[src/rtl/pipe_ctrl.sv]
// rtl/pipe_ctrl.sv - pipeline stall/bubble/flush controller with perf counters and memory timeout
module pipe_ctrl #(
  parameter int MEM_TIMEOUT = 64,
  parameter int CNT_W       = 32
) (
  input  logic             clk,
  input  logic             rst,
  input  logic [4:0]       id_rs1_raddr_i,
  input  logic [4:0]       id_rs2_raddr_i,
  input  logic             id_rs1_re_i,
  input  logic             id_rs2_re_i,
  input  logic             id_jtype_flag_i,
  input  logic             id_ex_mtype_i,
  input  logic             id_ex_mem_rw_i,
  input  logic [4:0]       id_ex_reg_waddr_i,
  input  logic             ex_btype_taken_i,
  input  logic             mem_busy_i,
  output logic             fc_stall_pc_o,
  output logic             fc_stall_if_id_o,
  output logic             fc_stall_id_ex_o,
  output logic             fc_stall_ex_mem_o,
  output logic             fc_bubble_id_ex_o,
  output logic             fc_flush_btype_flag_o,
  output logic             fc_flush_jtype_flag_o,
  output logic [CNT_W-1:0] fc_stall_cnt_o,
  output logic [CNT_W-1:0] fc_flush_cnt_o,
  output logic             fc_mem_timeout_o
);

  typedef enum logic [1:0] {RUN, LU_STALL, MEM_WAIT} state_e;

  localparam int TO_W = $clog2(MEM_TIMEOUT + 1);

  state_e           state_q, state_d;
  logic [CNT_W-1:0] stall_cnt_q, stall_cnt_d;
  logic [CNT_W-1:0] flush_cnt_q, flush_cnt_d;
  logic [TO_W-1:0]  to_cnt_q, to_cnt_d;
  logic             to_flag_q, to_flag_d;
  logic             lu;
  logic             lu_eff;

  // Hazard decode and priority resolution; MEM_WAIT needs no special case because
  // a busy cycle stalls everything and the release cycle is evaluated like RUN.
  always_comb begin
    lu = id_ex_mtype_i && !id_ex_mem_rw_i && (id_ex_reg_waddr_i != 5'd0) &&
         ((id_rs1_re_i && (id_rs1_raddr_i == id_ex_reg_waddr_i)) ||
          (id_rs2_re_i && (id_rs2_raddr_i == id_ex_reg_waddr_i)));
    // ID/EX already carries the bubble during LU_STALL, so the hazard is gone.
    lu_eff = lu && (state_q != LU_STALL);

    fc_stall_pc_o         = 1'b0;
    fc_stall_if_id_o      = 1'b0;
    fc_stall_id_ex_o      = 1'b0;
    fc_stall_ex_mem_o     = 1'b0;
    fc_bubble_id_ex_o     = 1'b0;
    fc_flush_btype_flag_o = 1'b0;
    fc_flush_jtype_flag_o = 1'b0;
    state_d               = RUN;

    if (rst) begin
      state_d = RUN;
    end else if (mem_busy_i) begin
      fc_stall_pc_o     = 1'b1;
      fc_stall_if_id_o  = 1'b1;
      fc_stall_id_ex_o  = 1'b1;
      fc_stall_ex_mem_o = 1'b1;
      state_d           = MEM_WAIT;
    end else if (ex_btype_taken_i) begin
      fc_flush_btype_flag_o = 1'b1;
    end else if (lu_eff) begin
      fc_stall_pc_o     = 1'b1;
      fc_stall_if_id_o  = 1'b1;
      fc_bubble_id_ex_o = 1'b1;
      state_d           = LU_STALL;
    end else if (id_jtype_flag_i) begin
      fc_flush_jtype_flag_o = 1'b1;
    end
  end

  // Saturating performance counters and consecutive-busy timeout tracking.
  always_comb begin
    stall_cnt_d = stall_cnt_q;
    flush_cnt_d = flush_cnt_q;
    if (fc_stall_pc_o && (stall_cnt_q != {CNT_W{1'b1}})) begin
      stall_cnt_d = stall_cnt_q + CNT_W'(1);
    end
    if ((fc_flush_btype_flag_o || fc_flush_jtype_flag_o) && (flush_cnt_q != {CNT_W{1'b1}})) begin
      flush_cnt_d = flush_cnt_q + CNT_W'(1);
    end

    to_cnt_d = '0;
    if (mem_busy_i) begin
      to_cnt_d = (to_cnt_q == TO_W'(MEM_TIMEOUT)) ? to_cnt_q : to_cnt_q + TO_W'(1);
    end
    to_flag_d = to_flag_q || (to_cnt_d == TO_W'(MEM_TIMEOUT));
  end

  // State and counter registers with synchronous reset.
  always_ff @(posedge clk) begin
    if (rst) begin
      state_q     <= RUN;
      stall_cnt_q <= '0;
      flush_cnt_q <= '0;
      to_cnt_q    <= '0;
      to_flag_q   <= 1'b0;
    end else begin
      state_q     <= state_d;
      stall_cnt_q <= stall_cnt_d;
      flush_cnt_q <= flush_cnt_d;
      to_cnt_q    <= to_cnt_d;
      to_flag_q   <= to_flag_d;
    end
  end

  assign fc_stall_cnt_o   = stall_cnt_q;
  assign fc_flush_cnt_o   = flush_cnt_q;
  assign fc_mem_timeout_o = to_flag_q;

endmodule

[config.mk]
export PLATFORM = sky130hd
export DESIGN_NAME = pipe_ctrl
export DESIGN_NICKNAME = d
export VERILOG_FILES = /design/src/rtl/pipe_ctrl.sv
export SDC_FILE = /design/constraint.sdc
export NUM_CORES = 1
export LEC_CHECK = 0
export CAP_MARGIN = 40
export CORE_ASPECT_RATIO = 1.4
export CORE_MARGIN = 5
export CORE_UTILIZATION = 51
export CTS_BUF_LIST = sky130_fd_sc_hd__clkbuf_4 sky130_fd_sc_hd__clkbuf_8
export DETAILED_ROUTE_END_ITERATION = 12
export GPL_ROUTABILITY_DRIVEN = 0
export PLACE_DENSITY = 0.83
export RECOVER_POWER = 50
export SLEW_MARGIN = 20
export SYNTH_ARGS = -nofsm -noshare
export SYNTH_HDL_FRONTEND = slang
export SYNTH_SLANG_ARGS = --single-unit
[constraint.sdc]
create_clock -name clk -period 2.9 [get_ports clk]
set_input_delay 0.58 -clock clk [delete_from_list [all_inputs] [get_ports clk]]
set_output_delay 0.58 -clock clk [all_outputs]
set_load 0.01 [all_outputs]
==> impl_metrics.csv <==
group,metric,value,unit
status,status,"finished, final reports clean",
finish,fin_util,0.712,
cts,htree_levels,3,
hold_path,whs_endpoint,"fc_flush_cnt_o[10]",
logic_synthesis,synthArstFlopShare,0,
grt,grt_pass1_wl,16600,µm
sta,skew,0.0126,ns
finish,fill_cells,594,
detailed_routing,wl_per_cell,14.8,µm
grt,antenna_found_initial,0,
cts,cts_sinks,74,
hold_path,hp-class,"flop to flop",
cts,cts_made_buffers,9,
floorplanning,rows,37,
finish,final_net_count,598,
logic_synthesis,synth_most_common_cell,"dfxtp_1",
logic_synthesis,ys_seq_elements,74,
setup_path,critPathKind,"primary input to output port",
place,post_dp_cell_area,4930,µm²
detailed_routing,antenna_left,0,
pwr,p_leak,1.94,nW
grt,grt_max_degree,53,
detailed_routing,drc,0,
logic_synthesis,ys_top_cells_by_area,"dfxtp_1, xnor2_1, nor2_1",
place,place_hpwl,7460,µm
logic_synthesis,synthTopCellsByCount,"dfxtp_1, nor2_1, xnor2_1",
setup_path,crit-reg2reg-launch,"fc_flush_cnt_o[0]",
detailed_routing,drtIter0Drc,175,
floorplanning,die_h,111,µm
cts,cts_root_buf,"clkbuf_8",
pwr,power_density,395,nW/µm²
logic_synthesis,netlist_area,3740,µm²
run,cap_viol_max_count,0,
setup_path,cp-end-kind,"output port",
detailed_routing,first_pass_iters,4,
sta,finalCriticalPeriod,2.85,ns
finish,seq_area,1480,µm²
pwr,vdd_drop_max,0.255,mV
logic_synthesis,syn_inst,455,
finish,fin_cells,672,
sta,setup_total_negative_slack,0,ns
finish,drive_above_1_share,0.103,
logic_synthesis,synth_flop_cell,"dfxtp_1",
logic_synthesis,yosys_warnings,0,
setup_path,worstRegToRegCells,9,
grt,grt_overflow,0,
setup_path,r2r_end,"fc_flush_cnt_o[5]",
finish,design_area,5180,µm²
setup_path,required,2.32,ns
logic_synthesis,yosysTopAreaCell,"dfxtp_1",
logic_synthesis,synth_area_per_cell,8.23,µm²
detailed_routing,avgViaCountPerCell,5.60,
floorplanning,initial_core_util,0.515,
floorplanning,fp.dieW,82.4,µm
place,placed_cells,656,
sta,final-hold-violation-count,0,
logic_synthesis,synth_cell_type_count,48,
floorplanning,design.die.area,9180,µm²
detailed_routing,drt-total-wl,9970,µm
hold_path,worstHoldStart,"fc_flush_cnt_o[10]",
cts,cts_tree,"yes",
logic_synthesis,netlist.area_leader.share,0.396,
logic_synthesis,synth-edff-count,0,
cts,cts.path.max_buffers,2,
grt,track_usage,0.226,
grt,first_global_vias,3670,
floorplanning,ios,96,
hold_path,hold_depth,2,
sta,min_period_over_period,0.982,
sta,clock.fmax,351,MHz
sta,slew_viol_final,0,
logic_synthesis,ys_seq_area_frac,0.396,
cts,insertion_delay,0.35,ns
setup_path,cp_max_fo,3,
finish,multiInputGateArea,2150,µm²
setup_path,start_kind,"primary input",
cts,clk_pin_slew_worst_paths,0.08,ns
finish,antenna-diode-count,0,
finish,area_growth,38.3,%
sta,finalSetupViolCount,0,
setup_path,crit_arrival,2.27,ns
logic_synthesis,syn_nets,483,
sta,slew_headroom,0.647,
pwr,finalPower,2.04,mW
cts,postCtsSetupRepairBufs,0,
floorplanning,core,7270,µm²
detailed_routing,num_vias,3761,
place,io_buffers,95,
setup_path,rrSetupSlack,0.41,ns
sta,tightest_slew,0.529,ns
[cell families after synthesis]
group	share of synthesized area
AND/OR/NAND/NOR	0.300
multiplexers	0.0224
buffers and inverters	0.0388
flip-flops	0.396
XOR/XNOR	0.110
adder cells (fa/ha/maj)	0.0134
AO/OA/AOI/OAI	0.120
[worst max path at each step]
stage,end,depth (start not counted),startpoint
floorplan,fc_flush_cnt_o[22],6,id_ex_reg_waddr_i[1]
global placement,fc_stall_if_id_o,7,id_ex_reg_waddr_i[0]
detailed placement,fc_stall_pc_o,7,id_ex_reg_waddr_i[0]
CTS,fc_stall_pc_o,6,id_ex_reg_waddr_i[3]
global route,fc_stall_if_id_o,7,id_ex_reg_waddr_i[3]
finish,fc_stall_if_id_o,7,id_ex_reg_waddr_i[3]
[stage by stage]
step,hold WS (ns),setup slack [ns]
2_1_floorplan,0.490,0.462
3_3_place_gp,0.476,-0.308
3_5_place_dp,0.487,-0.313
4_1_cts,0.487,0.0271
5_1_grt,0.493,-0.0238
6_report,0.499,0.0518
[cell type report]
type / instances / area share
Multi-Input combinational cell: 348 / 0.416
Sequential cell: 74 / 0.286
Timing Repair Buffer: 123 / 0.222
Clock buffer: 9 / 0.0239
Tap cell: 97 / 0.0234
Clock inverter: 7 / 0.0181
Inverter: 14 / 0.0101
[repair_timing]
item | CTS | global route
pin swaps | 5 | 2
gates resized for setup | 10 | 4
setup endpoints to repair | 4 | 2
hold buffers | 0 | 0
[worst max-delay path: stages]
cell,delay [ns]
clkdlybuf4s50_1,0.52
xnor2_1,0.13
nand4_1,0.16
o221ai_2,0.26
a21boi_2,0.20
buf_4,0.14
dlygate4sd2_1,0.27
[state kept, by name, indices dropped and copies added, names as in the netlist]
name              count
state_q               2
to_cnt_q              7
fc_mem_timeout_o      1
fc_stall_cnt_o       32
fc_flush_cnt_o       32
[where the power goes]
part / internal, mW / leakage (nW) / switching, mW / total, mW
Combinational: 0.0730 / 1.24 / 0.0708 / 0.144
Clock: 0.483 / 0.105 / 0.392 / 0.874
Sequential: 1.02 / 0.597 / 0.00540 / 1.03
Total: 1.58 / 1.94 / 0.468 / 2.04
[layer usage]
layer | share of wire | vias to the layer above | global-route usage
met3 | 0.055 | 13 | 0.0485
met4 | 0.014 | 0 | 0.0920
met2 | 0.53 | 115 | 0.405
met5 | 0 | - | 0
li1 | - | 1852 | -
met1 | 0.40 | 1781 | 0.248
[cell usage in the layout, fill, tap and decap left out, types with 21 or more instances in the layout]
cell type	count
dfxtp_1	74
dlygate4sd3_1	65
nor2_1	53
xnor2_1	35
nand3_1	33
nand2_1	31
buf_4	28
a21oi_1	24
or3_1	23
clkdlybuf4s50_1	21
Note: power is estimated with default switching activity, not from simulation.
==> RTL edit (same flow settings) <==
Make the reset (`rst`) asynchronous in one clocked block. Comments in the files are not updated.
--- a/src/rtl/pipe_ctrl.sv
+++ b/src/rtl/pipe_ctrl.sv
@@ -96,7 +96,7 @@
   end
 
   // State and counter registers with synchronous reset.
-  always_ff @(posedge clk) begin
+  always_ff @(posedge clk or posedge rst) begin
     if (rst) begin
       state_q     <= RUN;
       stall_cnt_q <= '0;
Formal check against the unedited RTL: differs if rst is asserted again (counterexample within 4 cycles, from zero or initial values and one cycle with rst high); with rst held inactive, the same outputs for 10 cycles.
==> RTL edit against the unedited design <==
First-iteration DRC count rose by 4.6%; area after synthesis rose by 1.9%; cell count fell by 14%; design area fell by 0.36%; clock skew fell by 1.0 ps; count of clock-buffer cells in the layout rose by 1; routed wire length fell by 7.8%; sequential cell count did not move; worst hold slack got worse by 20 ps; worst setup slack improved by 53 ps; critical path type unchanged; critical endpoint is now fc_flush_jtype_flag_o; largest cell class unchanged.
Power is not compared: it rests on default switching activity, and its combinational part moved more than twofold at a synthesized area within 25%.
==> RTL edit: results (changes against the unedited design) <==
** Run status
- The flow ran to the end, and the final reports show no timing, DRC or antenna violations.

** Logic synthesis
- The number of standard cells after synthesis was 360 (-21%).
- Syn_nets :: 388 (-20%)
- Multiplexer share of the synthesized area :: 1.44% (-0.80 points)
- Number of distinct library cells after synthesis :: 37 (-23%)
- Complex-gate fraction of the synthesized area :: 2.62% (-9.4 points)
- Post-synth top cells :: 74 x dfrtp_1, 44 x xnor2_1, 30 x xor2_1
- Top area cells in the synthesized netlist :: dfrtp_1 49%, xnor2_1 10%, xor2_1 6.9%

** Routing
- Met2 WL :: 5.10 mm (-4.1%)
- The wire length on met3 is 323 um (-41%).
- The number of vias in the routed layout is 3112 (-17%).
- The total routed wire length on the met1 layer came to 3.65 mm (-7.9%).

** Cells and area
- Share of cells above drive strength 1 :: 12.3% (+2.1 points)
- Clock buffer instance count of the final layout :: 10 (+1)
- Clock-cell share of area :: 3.86% (-0.35 points)
- Fin cells :: 576 (-14%)
- The total area of multi-input combinational cells came to 1870 um2 (-13%).

** Critical path
- The slack of the worst reg-to-reg path came to 520 ps (+110 ps).
- On the critical path, the stage with the largest delay is an instance of or4_4.
- The critical path's largest stage delay came to 560 ps (+40 ps).
- In this run the critical register-to-register path is launched from fc_flush_cnt_o[3].

** Global routing
- Overall fraction of global-route tracks in use :: 20.5% (-2.1 points)
- The via count of the first global-routing pass was 3285 (-10%).
- The wire length of the first global-routing pass is 15.7 mm (-5.4%).

** Placed design
- Half-perimeter wire length of the detailed placement result :: 7.10 mm (-4.9%)
- The cell area after placement is 4960 um2 (+0.69%).

** Worst hold path
- The worst hold path begins at fc_stall_cnt_o[11].
==> RTL edit: cell types whose count changed after synthesis, sizes merged, moves of 12 or more <==
cell / before / now
nor2: 53 / 29
a21oi: 25 / 1
dfxtp: 74 / 0
or3: 23 / 1
o21ai: 21 / 1
nand4: 17 / 29
dfrtp: 0 / 74
xor2: 11 / 30
clkbuf: 12 / 0
==> RTL edit: stage by stage <==
stage | setup slack [ps] | power (mW) | util (%) | hold slack, ps
2_1_floorplan | 31.0 | 1.45 | - | 493
3_3_place_gp | -269 | 1.71 | 67.6 | 447
3_5_place_dp | -343 | 1.73 | 67.9 | 474
4_1_cts | -9.75 | 2.52 | 70.8 | 489
5_1_grt | 37.8 | 2.61 | 70.5 | 520
6_report | 105 | 2.48 | 70.5 | 479
==> RTL edit: power breakdown <==
group	total (mW)	leakage [nW]	internal [mW]	switching [mW]
Combinational	0.460	1.20	0.249	0.211
Clock	0.788	0.0959	0.408	0.380
Sequential	1.23	0.981	1.11	0.125
Total	2.48	2.28	1.77	0.717
